**src/rtl/sitcpxg_tx_arbiter.sv**
```systemverilog
// Round-robin arbiter sharing the SiTCP-XG TX stream among four sources.
// Each grant lasts up to a programmable byte quantum; TX almost-full stalls the granted source.
//
//   state   | meaning
//   --------+--------------------------------------------------------
//   S_IDLE  | no grant; pick the next requester after `last`
//   S_BURST | one source granted; forward its words until exit
module sitcpxg_tx_arbiter (
  input  logic         CLK156M,
  input  logic         RSTs,
  input  logic         SiTCPXG_ESTABLISHED,
  input  logic         SiTCPXG_TX_AFULL,
  input  logic [15:0]  QUANTUM,
  input  logic [3:0]   SRC_REQ,
  input  logic [255:0] SRC_TXD,
  input  logic [15:0]  SRC_TXB,
  output logic [3:0]   SRC_RDY,
  output logic [3:0]   GNT,
  output logic [63:0]  SiTCPXG_TX_D,
  output logic [3:0]   SiTCPXG_TX_B,
  output logic [31:0]  TX_BYTES
);

  localparam logic [0:0] S_IDLE  = 1'b0;
  localparam logic [0:0] S_BURST = 1'b1;

  logic [0:0]  state_q, state_d;
  logic        est_q, est_d1_q, af_q;
  logic [1:0]  last_q, last_d;
  logic [16:0] rem_q, rem_d;
  logic [3:0]  gnt_q, gnt_d;
  logic [63:0] tx_d_q, tx_d_d;
  logic [3:0]  tx_b_q, tx_b_d;
  logic [31:0] bytes_q, bytes_d;

  logic [3:0]  b_raw, b;
  logic [3:0]  rdy;
  logic        accept;
  logic        pick_valid;
  logic [1:0]  pick_idx, cand;

  always_comb begin
    b_raw = SRC_TXB[{last_q, 2'b00} +: 4];
    b     = (b_raw > 4'd8) ? 4'd8 : b_raw;
    rdy   = (state_q == S_BURST) ? (gnt_q & {4{~af_q & est_q}}) : 4'b0000;
    accept = rdy[last_q] && (b != 4'd0);

    // Search order last+1, last+2, ... so the most recent winner goes last.
    pick_valid = 1'b0;
    pick_idx   = last_q;
    cand       = last_q;
    for (int i = 1; i <= 4; i++) begin
      cand = last_q + 2'(i);
      if (!pick_valid && SRC_REQ[cand]) begin
        pick_valid = 1'b1;
        pick_idx   = cand;
      end
    end
  end

  always_comb begin
    state_d = state_q;
    gnt_d   = gnt_q;
    last_d  = last_q;
    rem_d   = rem_q;
    tx_d_d  = tx_d_q;
    tx_b_d  = 4'd0;
    bytes_d = bytes_q;

    if (state_q == S_IDLE) begin
      if (est_q && pick_valid) begin
        state_d = S_BURST;
        gnt_d   = 4'b0001 << pick_idx;
        last_d  = pick_idx;
        rem_d   = (QUANTUM == 16'd0) ? 17'h10000 : {1'b0, QUANTUM};
      end
    end else begin
      if (accept) rem_d = rem_q - {13'd0, b};
      if ((accept && (rem_q <= {13'd0, b})) || !SRC_REQ[last_q] || !est_q) begin
        state_d = S_IDLE;
        gnt_d   = 4'b0000;
      end
    end

    if (accept) begin
      tx_d_d  = SRC_TXD[{last_q, 6'b000000} +: 64];
      tx_b_d  = b;
      bytes_d = bytes_q + {28'd0, b};
    end
    // A fresh session restarts the byte count.
    if (est_q && !est_d1_q) bytes_d = 32'd0;
  end

  always_ff @(posedge CLK156M) begin
    if (RSTs) begin
      state_q  <= S_IDLE;
      est_q    <= 1'b0;
      est_d1_q <= 1'b0;
      af_q     <= 1'b1;
      last_q   <= 2'd3;
      rem_q    <= 17'd0;
      gnt_q    <= 4'd0;
      tx_d_q   <= 64'd0;
      tx_b_q   <= 4'd0;
      bytes_q  <= 32'd0;
    end else begin
      state_q  <= state_d;
      est_q    <= SiTCPXG_ESTABLISHED;
      est_d1_q <= est_q;
      af_q     <= SiTCPXG_TX_AFULL;
      last_q   <= last_d;
      rem_q    <= rem_d;
      gnt_q    <= gnt_d;
      tx_d_q   <= tx_d_d;
      tx_b_q   <= tx_b_d;
      bytes_q  <= bytes_d;
    end
  end

  assign SRC_RDY      = rdy;
  assign GNT          = gnt_q;
  assign SiTCPXG_TX_D = tx_d_q;
  assign SiTCPXG_TX_B = tx_b_q;
  assign TX_BYTES     = bytes_q;

endmodule
```
**config.mk**
```make
export PLATFORM = sky130hd
export DESIGN_NAME = sitcpxg_tx_arbiter
export DESIGN_NICKNAME = d
export VERILOG_FILES = /design/src/rtl/sitcpxg_tx_arbiter.sv
export SDC_FILE = /design/constraint.sdc
export NUM_CORES = 1
export LEC_CHECK = 0
export BUFFER_PORTS_ARGS = -buffer_cell sky130_fd_sc_hd__buf_4
export CORE_AREA = 2 2 158 160
export DETAILED_ROUTE_END_ITERATION = 12
export DIE_AREA = 0 0 160 162
export GPL_ROUTABILITY_DRIVEN = 1
export PLACE_DENSITY = 0.57
export SLEW_MARGIN = 40
export SYNTH_ARGS = -nofsm -noshare
export SYNTH_HDL_FRONTEND = slang
export SYNTH_SLANG_ARGS = --single-unit
```
**constraint.sdc**
```tcl
create_clock -name CLK156M -period 5.5 [get_ports CLK156M]
set_clock_uncertainty 0.05 [all_clocks]
set_input_delay 1.1 -clock CLK156M [delete_from_list [all_inputs] [get_ports CLK156M]]
set_output_delay 1.1 -clock CLK156M [all_outputs]
set_load 0.005 [all_outputs]
```
### After elaboration in Yosys (flattened, before gate mapping)

Cells that the tools add are included.

| operators by class | value |
|---|---|
| add/subtract/negate cells | 5 |
| multipliers | 0 |
| div/mod/pow operators | 0 |
| magnitude comparators | 6 |
| eq/ne operators | 2 |
| shifts and indexed selects | 3 |
| multiplexer cells | 30 |
| bitwise operators | 5 |
| reduce and logical (&&, ||, !) cells | 23 |

Operators by type and width:

| kind | count |
|---|---|
| indexed part select 256 x 9 -> 64 bit | 1 |
| 2-to-1 mux 17 bit | 4 |
| adder 32 x 4 -> 32 bit | 1 |
| 2-to-1 mux 4 bit | 5 |
| less-or-equal comparator 17 x 4 -> 1 bit | 1 |
| subtractor 17 x 4 -> 17 bit | 1 |
| logical NOT 16 bit | 1 |
| indexed part select 16 x 5 -> 4 bit | 1 |
| < comparator 2 x 3 -> 1 bit, second input constant | 4 |
| 2-to-1 mux 1 bit | 12 |
| binary-select mux 1 bit (select 2 bit) | 5 |
| 2-to-1 mux 2 bit | 4 |
| logical AND 1 bit | 7 |
| logical NOT 1 bit | 6 |
| AND reduction 2 bit | 3 |
| adder 2 bit, second input constant | 2 |
| bitwise AND 4 bit | 1 |
| > comparator 4 bit, second input constant | 1 |
| != test 2 x 1 -> 1 bit, second input constant | 2 |
| nonzero test 4 bit | 1 |
| OR reduction 2 bit | 2 |
| << shifter 1 x 2 -> 4 bit, first input constant | 1 |
| NOT 1 bit | 3 |
| adder 2 x 1 -> 2 bit, second input constant | 1 |
| 3 further kinds | 4 |

| storage, ports and cells | value |
|---|---|
| flip-flop bits (word level) | 127 |
| latch bits | 0 |
| memory bits (writable) | 0 |
| memory bits (read-only) | 0 |
| input bits | 296 |
| output and inout port bits | 108 |
| word-level logic and storage cells | 84 |
| memories | 0 |

### Logic depth before layout (Yosys ltp)

Gate-level depths: netlist of run 1.

| logic depth | value |
|---|---|
| depth after elaboration | 16 |
| mapped depth | 15 |
| gate-level depth less buffers | 13 |

### Worst setup path after synthesis of run 1

Ideal clock, no wire load.

| timing path | value |
|---|---|
| kind | input to register |
| start | input port SRC_TXB[7] |
| end | register bytes_q[30], in the netlist TX_BYTES[30] |
| library setup time | 0.071 ns |
| data arrival time | 3.717 ns |
| required time | 5.379 ns |
| setup slack | 1.662 ns |
| stages | 12 |
| path buffers | 0 |
| path through | mux2_2 o21ai_4 inv_1 nor2b_1 ha_1 inv_1 fa_1 nor2b_1 o21ai_0 a2111o_1 or4_1 a21oi_1 |

| on the way | value |
|---|---|
| word-level cells in the longest chain between the ends | 5 |
| elaborated cells between the ends (all ways) | 6 |
| those cells by class | add/sub (1); order compare (1); shift (1); mux (1); reduce/logical (2) |

Ends and longest elaborated chain:

| element | RTL line | source |
|---|---|---|
| from (decl) | 16 | `input logic [15:0] SRC_TXB,` |
| indexed part select 16 x 5 -> 4 bit (*) | 43 | `b_raw = SRC_TXB[{last_q, 2'b00} +: 4];` |
| > comparator 4 bit | 44 | `b = (b_raw > 4'd8) ? 4'd8 : b_raw;` |
| 2-to-1 mux 4 bit (*) | 44 |  |
| net b[3] | 36 | `logic [3:0] b_raw, b;` |
| parallel branches: the longest is 2 deep, another holds adder 32 x 4 -> 32 bit | - |  |
| to (signal assigned) | 116 | `bytes_q <= bytes_d;` |
| to (decl) | 34 | `logic [31:0] bytes_q, bytes_d;` |

Mark *: on every way through the listed nets, which the timed path passes.
A chain may end at the register's enable or synchronous reset.

### Worst setup path after layout of run 1

| timing path | value |
|---|---|
| start | register last_q[0] |
| end | register bytes_q[30], in the netlist TX_BYTES[30] |

| on the way | value |
|---|---|
| word-level cells in the longest chain between the ends | 5 |
| elaborated cells between the ends (all ways) | 8 |
| those cells by class | add/sub (1); order compare (1); shift (1); mux (3); reduce/logical (2) |

Ends and longest elaborated chain:

| element | RTL line | source |
|---|---|---|
| from (decl) | 29 | `logic [1:0] last_q, last_d;` |
| from (signal assigned) | 111 | `last_q <= last_d;` |
| indexed part select 16 x 5 -> 4 bit (*) | 43 |  |
| > comparator 4 bit | 44 |  |
| 2-to-1 mux 4 bit (*) | 44 |  |
| net b[3] | 36 |  |
| parallel branches: the longest is 2 deep, another holds adder 32 x 4 -> 32 bit | - |  |

Mark *: on every way through the listed nets, which the timed path passes. The select of a mux whose other input is x is not followed.

==> impl_results.md, run 1 <==
* Outcome: finished, final reports clean
* Layout area overhead at 52.05%
* Crit path launch type: register
* Placement Setup Slack at 1.181 ns
* HPWL after detailed placement at 22.45 mm
* Iteration-0 DRC Markers at 395
* FILL cells at 2,423
* Final nets at 1,463
* Crit path max-delay cell type: dfxtp_4
* TritonCTS buffer count at 17
* Fmax at 244.4 MHz
* Clk slew on worst S/H paths at 0.06 ns
* Worst Hold Class: reg -> reg
* Leak at 4.606 nW
* Pwr/cell area at 231.3 mW/mm^2
* Clock root cell: clkbuf_16
* Area leader, netlist: dfxtp_1
* Core area at 0.02411 mm^2
* Critical path arrival at around 4.4 ns
* Total gr overflow at 0
* Routability Congestion at 0.8244
* RSZ-0062 raised after global routing: false
* Synth Cell Area at 0.007335 mm^2
* Worst Hold Path EP: SiTCPXG_TX_D[4]
* Syn. warnings at 0
* Vias in the first global route at 7,537
* Final setup viols at 0
* Initial Utilization at 30.43%
* Final Power at 2.580 mW
* R2R Setup Slk at 1.41 ns
* Synth Area per Inst at 9.320 um^2
* DIE AREA at ~0.026 mm^2
* Worst skew pair latency at 0.43 ns
* Max_slew headroom at 50.33%
* Max FO, Critical Path at 34
* FFs w/ async S/R, synth at 0%
* Slowest cell delay on critical path at between 0.8 and 0.9 ns
* Antenna Nets Post-Route at 0
* CTS Hold Bufs at 0
* Vert. Die Dim at 162 um
* Crit path cell chain: mux2_2 -> o21ai_4 -> inv_1 -> nor2b_1 -> ha_1 -> inv_1 -> fa_1 -> nor2b_1 -> o21ai_0 -> a2111o_1 -> or4_1 -> a21oi_1
* Via density at 5.110
* Port bufs at 403
* Ports at 404
* Antenna violations before repair at 0
* Seq/Total Area, Yosys at roughly a third
* CTS tree: yes
* Synth unique cells at 61
* # Max-Cap Violations at 0
* Routed WL at between 20 and 30 mm
* Max Slew Vio Count at 0
* Core Util, Final at between 40% and 50%
* Clock buffer depth at 2
* Tcrit/Tclk final at between 70% and 80%
* Main flop type after synthesis: dfxtp_1
* Reg-to-reg critical path endpoint: TX_BYTES[30]
* DR vias at roughly 7,600
* PostCTS Resize Cnt at 0
* Required @ worst endpoint at between 5 and 6 ns
* First-pass GRT wire length at 43.09 mm
* Largest net degree at the start of global routing at 86
* Hold depth at 2
* Router iterations before antenna repair at 4
* Seq cells post-synth at 127
* Min Tclk post-route at 4.092 ns
* Residual DRC at 0
* Postcts setup bufs at 0
* Worst-margin pin slew at 0.7451 ns
* CP endpoint kind: register
* Final TNS setup at 0 ns
* Antenna Cells at 0
* Mapped Nets at 1,093
* Post-Synthesis Cells at 787
* Final hold vios at 0
* Max IR drop VDD at roughly 0.17 mV
* FP Rows at 57
* Area contributors post-synth: dfxtp_1 35%, mux4_2 21%, nand2_1 8.5%
* WL/cell at roughly 19 um
* Kind of critical path: reg -> reg
* Post-layout worst setup margin at 1.408 ns
* Share of layout cells above drive strength 1 at between 40 and 50%
* Number of flops mapped to enable cells by yosys at 0
* HP Start: SiTCPXG_TX_D[4]
* H-tree depth at 4
* Worst r2r path cells at 12
* Synth top area share at between 30% and 40%
* Die Wd at approximately 160 um
* R2r startpoint: last_q[0]
* Clock sinks at 127
* Total global-route track usage at between 20% and 30%
-- cells in the final DEF (no fill, tap or decap), types with 11 or more instances in the layout --
cell         n
or3_1       18
clkbuf_16   17
mux4_2      68
inv_1       17
dfxtp_1    125
nor2_1      26
nand2_1    166
o31ai_1     14
a21oi_1     99
o21ai_0     22
nand3_1     17
a32o_1      12
buf_4      407
nor4_1      11
-- where the power goes --
group          leakage, nW  internal [mW]  switching [mW]
combinational         3.30          0.291           0.192
sequential            1.03          0.932          0.0340
clock                0.284          0.672           0.459
-- flip-flops by register name, summed over array words and instances (netlist names), 2 cells and up --
name and count:
last_q 2, TX_BYTES 32, SiTCPXG_TX_B 4, rem_q 17
GNT 4, SiTCPXG_TX_D 64
-- stage by stage --
stage / instance area (um^2) / instances / hold slack, ns
detailed placement: 10560 / 1462 / 0.3966
floorplan: 7335 / 787 / 0.3974
global placement: 10530 / 1461 / 0.3927
CTS: 11140 / 1494 / 0.4053
finish: 11150 / 1494 / 0.4035
global route: 11150 / 1494 / 0.4221
-- critical path: cells and delay by family (launching register included) --
family          cells  cell delay [ns]
compound gates      4             1.00
fa+ha+maj           2             0.61
buf+inv             2             0.19
flops               1             0.83
mux                 1             0.45
simple gates        3             0.89
-- cell type report --
cell class / count / area, um^2 / area share (%)
multi-input cells: 584 / 4449 / 39.90
repair buffers: 410 / 3098 / 27.78
flip-flops and latches: 127 / 2550 / 22.87
clock buffers: 17 / 425.4 / 3.815
well taps: 324 / 405.4 / 3.635
clock inverters: 15 / 160.2 / 1.436
inverters: 17 / 63.81 / 0.5722
-- synthesized netlist by cell type (10+ instances only) --
master,n
a21oi_1,99
a32o_1,12
buf_2,10
clkbuf_1,36
dfxtp_1,127
inv_1,17
mux4_2,68
nand2_1,166
nand3_1,17
nor2_1,27
nor4_1,11
o21ai_0,22
o31ai_1,14
or3_1,18
-- per-layer routing --
metal / track usage [%] / part of all wire, %
met1: 27.68 / 42
met2: 36.66 / 50
met3: 3.907 / 5.8
met4: 7.125 / 2.1
met5: 0 / 0
-- worst max path at each step --
stage                     depth (start not counted)            to       start
after floorplan                                  12  TX_BYTES[30]  SRC_TXB[7]
after global placement                           13  TX_BYTES[30]  SRC_TXB[7]
after detailed placement                         13  TX_BYTES[30]  SRC_TXB[7]
after CTS                                        12  TX_BYTES[30]   last_q[0]
after global routing                             12  TX_BYTES[30]   last_q[0]
final                                            12  TX_BYTES[30]   last_q[0]
-- kinds of logic (layout without fill, tap and decap cells) --
| group | Yosys count | in the layout | synth area share, % |
|---|---|---|---|
| adders and majority gates | 10 | 10 | 1.911 |
| DFF | 127 | 127 | 34.66 |
| AOI/OAI and AO/OA | 189 | 189 | 16.12 |
| muxes | 75 | 75 | 21.89 |
| and+or+nand+nor | 301 | 301 | 19.45 |
| xor gates and xnor gates | 9 | 9 | 1.075 |
| buffers and inverters | 76 | 459 | 4.896 |
Note: power is estimated with default switching activity, not from simulation.
==> inputs of run 2 (changes only) <==
--- a/config.mk
+++ b/config.mk
@@ -6,11 +6,11 @@
 export NUM_CORES = 1
 export LEC_CHECK = 0
 export BUFFER_PORTS_ARGS = -buffer_cell sky130_fd_sc_hd__buf_4
-export CORE_AREA = 2 2 158 160
+export CORE_AREA = 2 2 159 161
 export DETAILED_ROUTE_END_ITERATION = 12
-export DIE_AREA = 0 0 160 162
+export DIE_AREA = 0 0 161 163
 export GPL_ROUTABILITY_DRIVEN = 1
-export PLACE_DENSITY = 0.57
+export PLACE_DENSITY = 0.59
 export SLEW_MARGIN = 40
 export SYNTH_ARGS = -nofsm -noshare
 export SYNTH_HDL_FRONTEND = slang
==> constraint.sdc (replaced) <==
create_clock -name CLK156M -period 3.3 [get_ports CLK156M]
set_clock_uncertainty 0.05 [all_clocks]
set_input_delay 0.66 -clock CLK156M [delete_from_list [all_inputs] [get_ports CLK156M]]
set_output_delay 0.66 -clock CLK156M [all_outputs]
set_load 0.005 [all_outputs]
==> impl_results.md, run 2 (same netlist as run 1, synthesis figures left out) <==
* Outcome: finished, final reports clean
* Via density at between 5 and 6
* Antenna violations before repair at 1
* Tcrit/Tclk final at 96.05%
* Ports at 404
* Port bufs at about 400
* Router iterations before antenna repair at 5
* Leak at 4.766 nW
* Crit path cell chain: mux2i_2 -> buf_4 -> nand2_4 -> o21ai_4 -> inv_2 -> nor2b_4 -> ha_2 -> inv_2 -> fa_2 -> nor2b_2 -> o21ai_2 -> a2111o_1 -> buf_6 -> or3_1 -> a21oi_1
* Final setup viols at 0
* Max FO, Critical Path at 8
* H-tree depth at 4
* RSZ-0062 raised after global routing: true
* Crit path max-delay cell type: a2111o_1
* Commonest cells after routing, fill and taps aside: 438 x buf_4, 163 x nand2_1, 125 x dfxtp_1, 97 x a21oi_1, 68 x mux4_2
* Hold WS at ~0.38 ns
* Required @ worst endpoint at around 3.6 ns
* Share of layout cells above drive strength 1 at between 40% and 50%
* Clock sinks at 127
* CTS tree: yes
* Vert. Die Dim at 163 um
* # Max-Cap Violations at 0
* Final hold vios at 0
* Clock buffer depth at 2
* First-pass GRT wire length at 42.12 mm
* Slowest cell delay on critical path at 0.47 ns
* Worst Hold Path EP: af_q
* R2R Setup Slk at 0.13 ns
* Fmax at 315.5 MHz
* CP endpoint kind: register
* Max Slew Vio Count at 0
* WL/cell at 18.43 um
* Hold depth at 2
* Commonest non-fill, non-tap cell in the layout: buf_4
* Total gr overflow at 0
* Routability Congestion at between 0.8 and 0.9
* Clock root cell: clkbuf_16
* Iteration-0 DRC Markers at 399
* Vias in the first global route at roughly 7,500
* Max reg flops at 64
* Final Power at ~4.3 mW
* Routed WL at 28.28 mm
* Layout area overhead at 56.45%
* Max IR drop VDD at about 0.25 mV
* Critical path arrival at 3.46 ns
* Initial Utilization at 29.73%
* Largest net degree at the start of global routing at 69
* TritonCTS buffer count at 17
* HP Start: SiTCPXG_TX_AFULL
* Max_slew headroom at 53.36%
* Core area at 0.02467 mm^2
* CTS Hold Bufs at 0
* Total global-route track usage at between 20 and 25%
* FP Rows at 58
* DIE AREA at around 0.026 mm^2
* Antenna Cells at 0
* Final nets at 1,498
* Pwr/cell area at about 370 mW/mm^2
* HPWL after detailed placement at 22.26 mm
* Min Tclk post-route at around 3.2 ns
* Worst Hold Class: in -> reg
* Worst r2r path cells at 15
* Antenna Nets Post-Route at 0
* DR vias at 7,788
* Worst-margin pin slew at 0.6996 ns
* FILL cells at 2,418
* Crit path launch type: register
* Worst skew pair latency at 0.42 ns
* Cell mode on critical path: inv_2
* Die Wd at 161 um
* Clk slew on worst S/H paths at 0.06 ns
* R2r startpoint: last_q[0]
* Kind of critical path: reg -> reg
* Residual DRC at 0
* Reg-to-reg critical path endpoint: TX_BYTES[18]
## run 2: worst max-delay path by stage
stage,to,from,depth (start not counted)
finish,TX_BYTES[18],last_q[0],15
global route,TX_BYTES[30],last_q[0],14
CTS,TX_BYTES[28],last_q[0],15
detailed placement,TX_BYTES[28],SRC_TXB[15],16
global placement,TX_BYTES[24],SRC_TXB[15],16
floorplan,TX_BYTES[30],SRC_TXB[7],12
## run 2: critical path, delay by kind of cell (launching register included)
kind	cells	cell delay (ns)
adder cells (fa/ha/maj)	2	0.55
AO/OA/AOI/OAI	4	0.75
multiplexers	1	0.25
AND/OR/NAND/NOR	4	0.66
buffers and inverters	4	0.43
flip-flops	1	0.42
## run 2: through the flow
stage	util [%]	std cells	TNS, ns	cell area, um^2	setup slack (ns)
after detailed placement	43.92	1499	-3.481	10840	-0.2512
after floorplan	-	787	0	7337	0.02069
after global routing	46.51	1534	-0.1776	11470	-0.04270
after global placement	43.73	1497	-2.710	10790	-0.1963
final	46.51	1534	0	11470	0.1303
after CTS	46.19	1530	0	11400	0.003908
## run 2: area by class of cell
cell class,instances,area [um^2],area share [%]
multi-input combinational,584,4493,39.16
timing repair buffer,445,3398,29.61
sequential,127,2550,22.22
clock buffer,19,442.9,3.860
tap,330,412.9,3.598
clock inverter,12,113.9,0.9923
inverter,17,63.81,0.5561
## run 2: layer usage
layer / wire length, um / share of wire (%) / GRT usage [%] / up-vias
li1: - / - / - / 3748
met4: 489 / 1.7 / 6.088 / 0
met3: 1834 / 6.5 / 4.456 / 32
met1: 11830 / 42 / 26.89 / 3705
met5: 0 / 0 / 0 / -
met2: 14120 / 50 / 34.63 / 303
## run 2: what timing repair did
item | in CTS | in global routing
resized for setup | 1 | 15
setup endpoints to repair | 2 | 20
setup buffers | 0 | 3
hold endpoints to repair | 0 | 0
cloned | 0 | 1
pin swaps | 0 | 13
## run 2: where the power goes
part,leakage (nW),internal [mW],switching [mW]
Sequential,1.03,1.55,0.0248
Clock,0.262,1.06,0.741
Combinational,3.48,0.538,0.372
Total,4.77,3.15,1.14
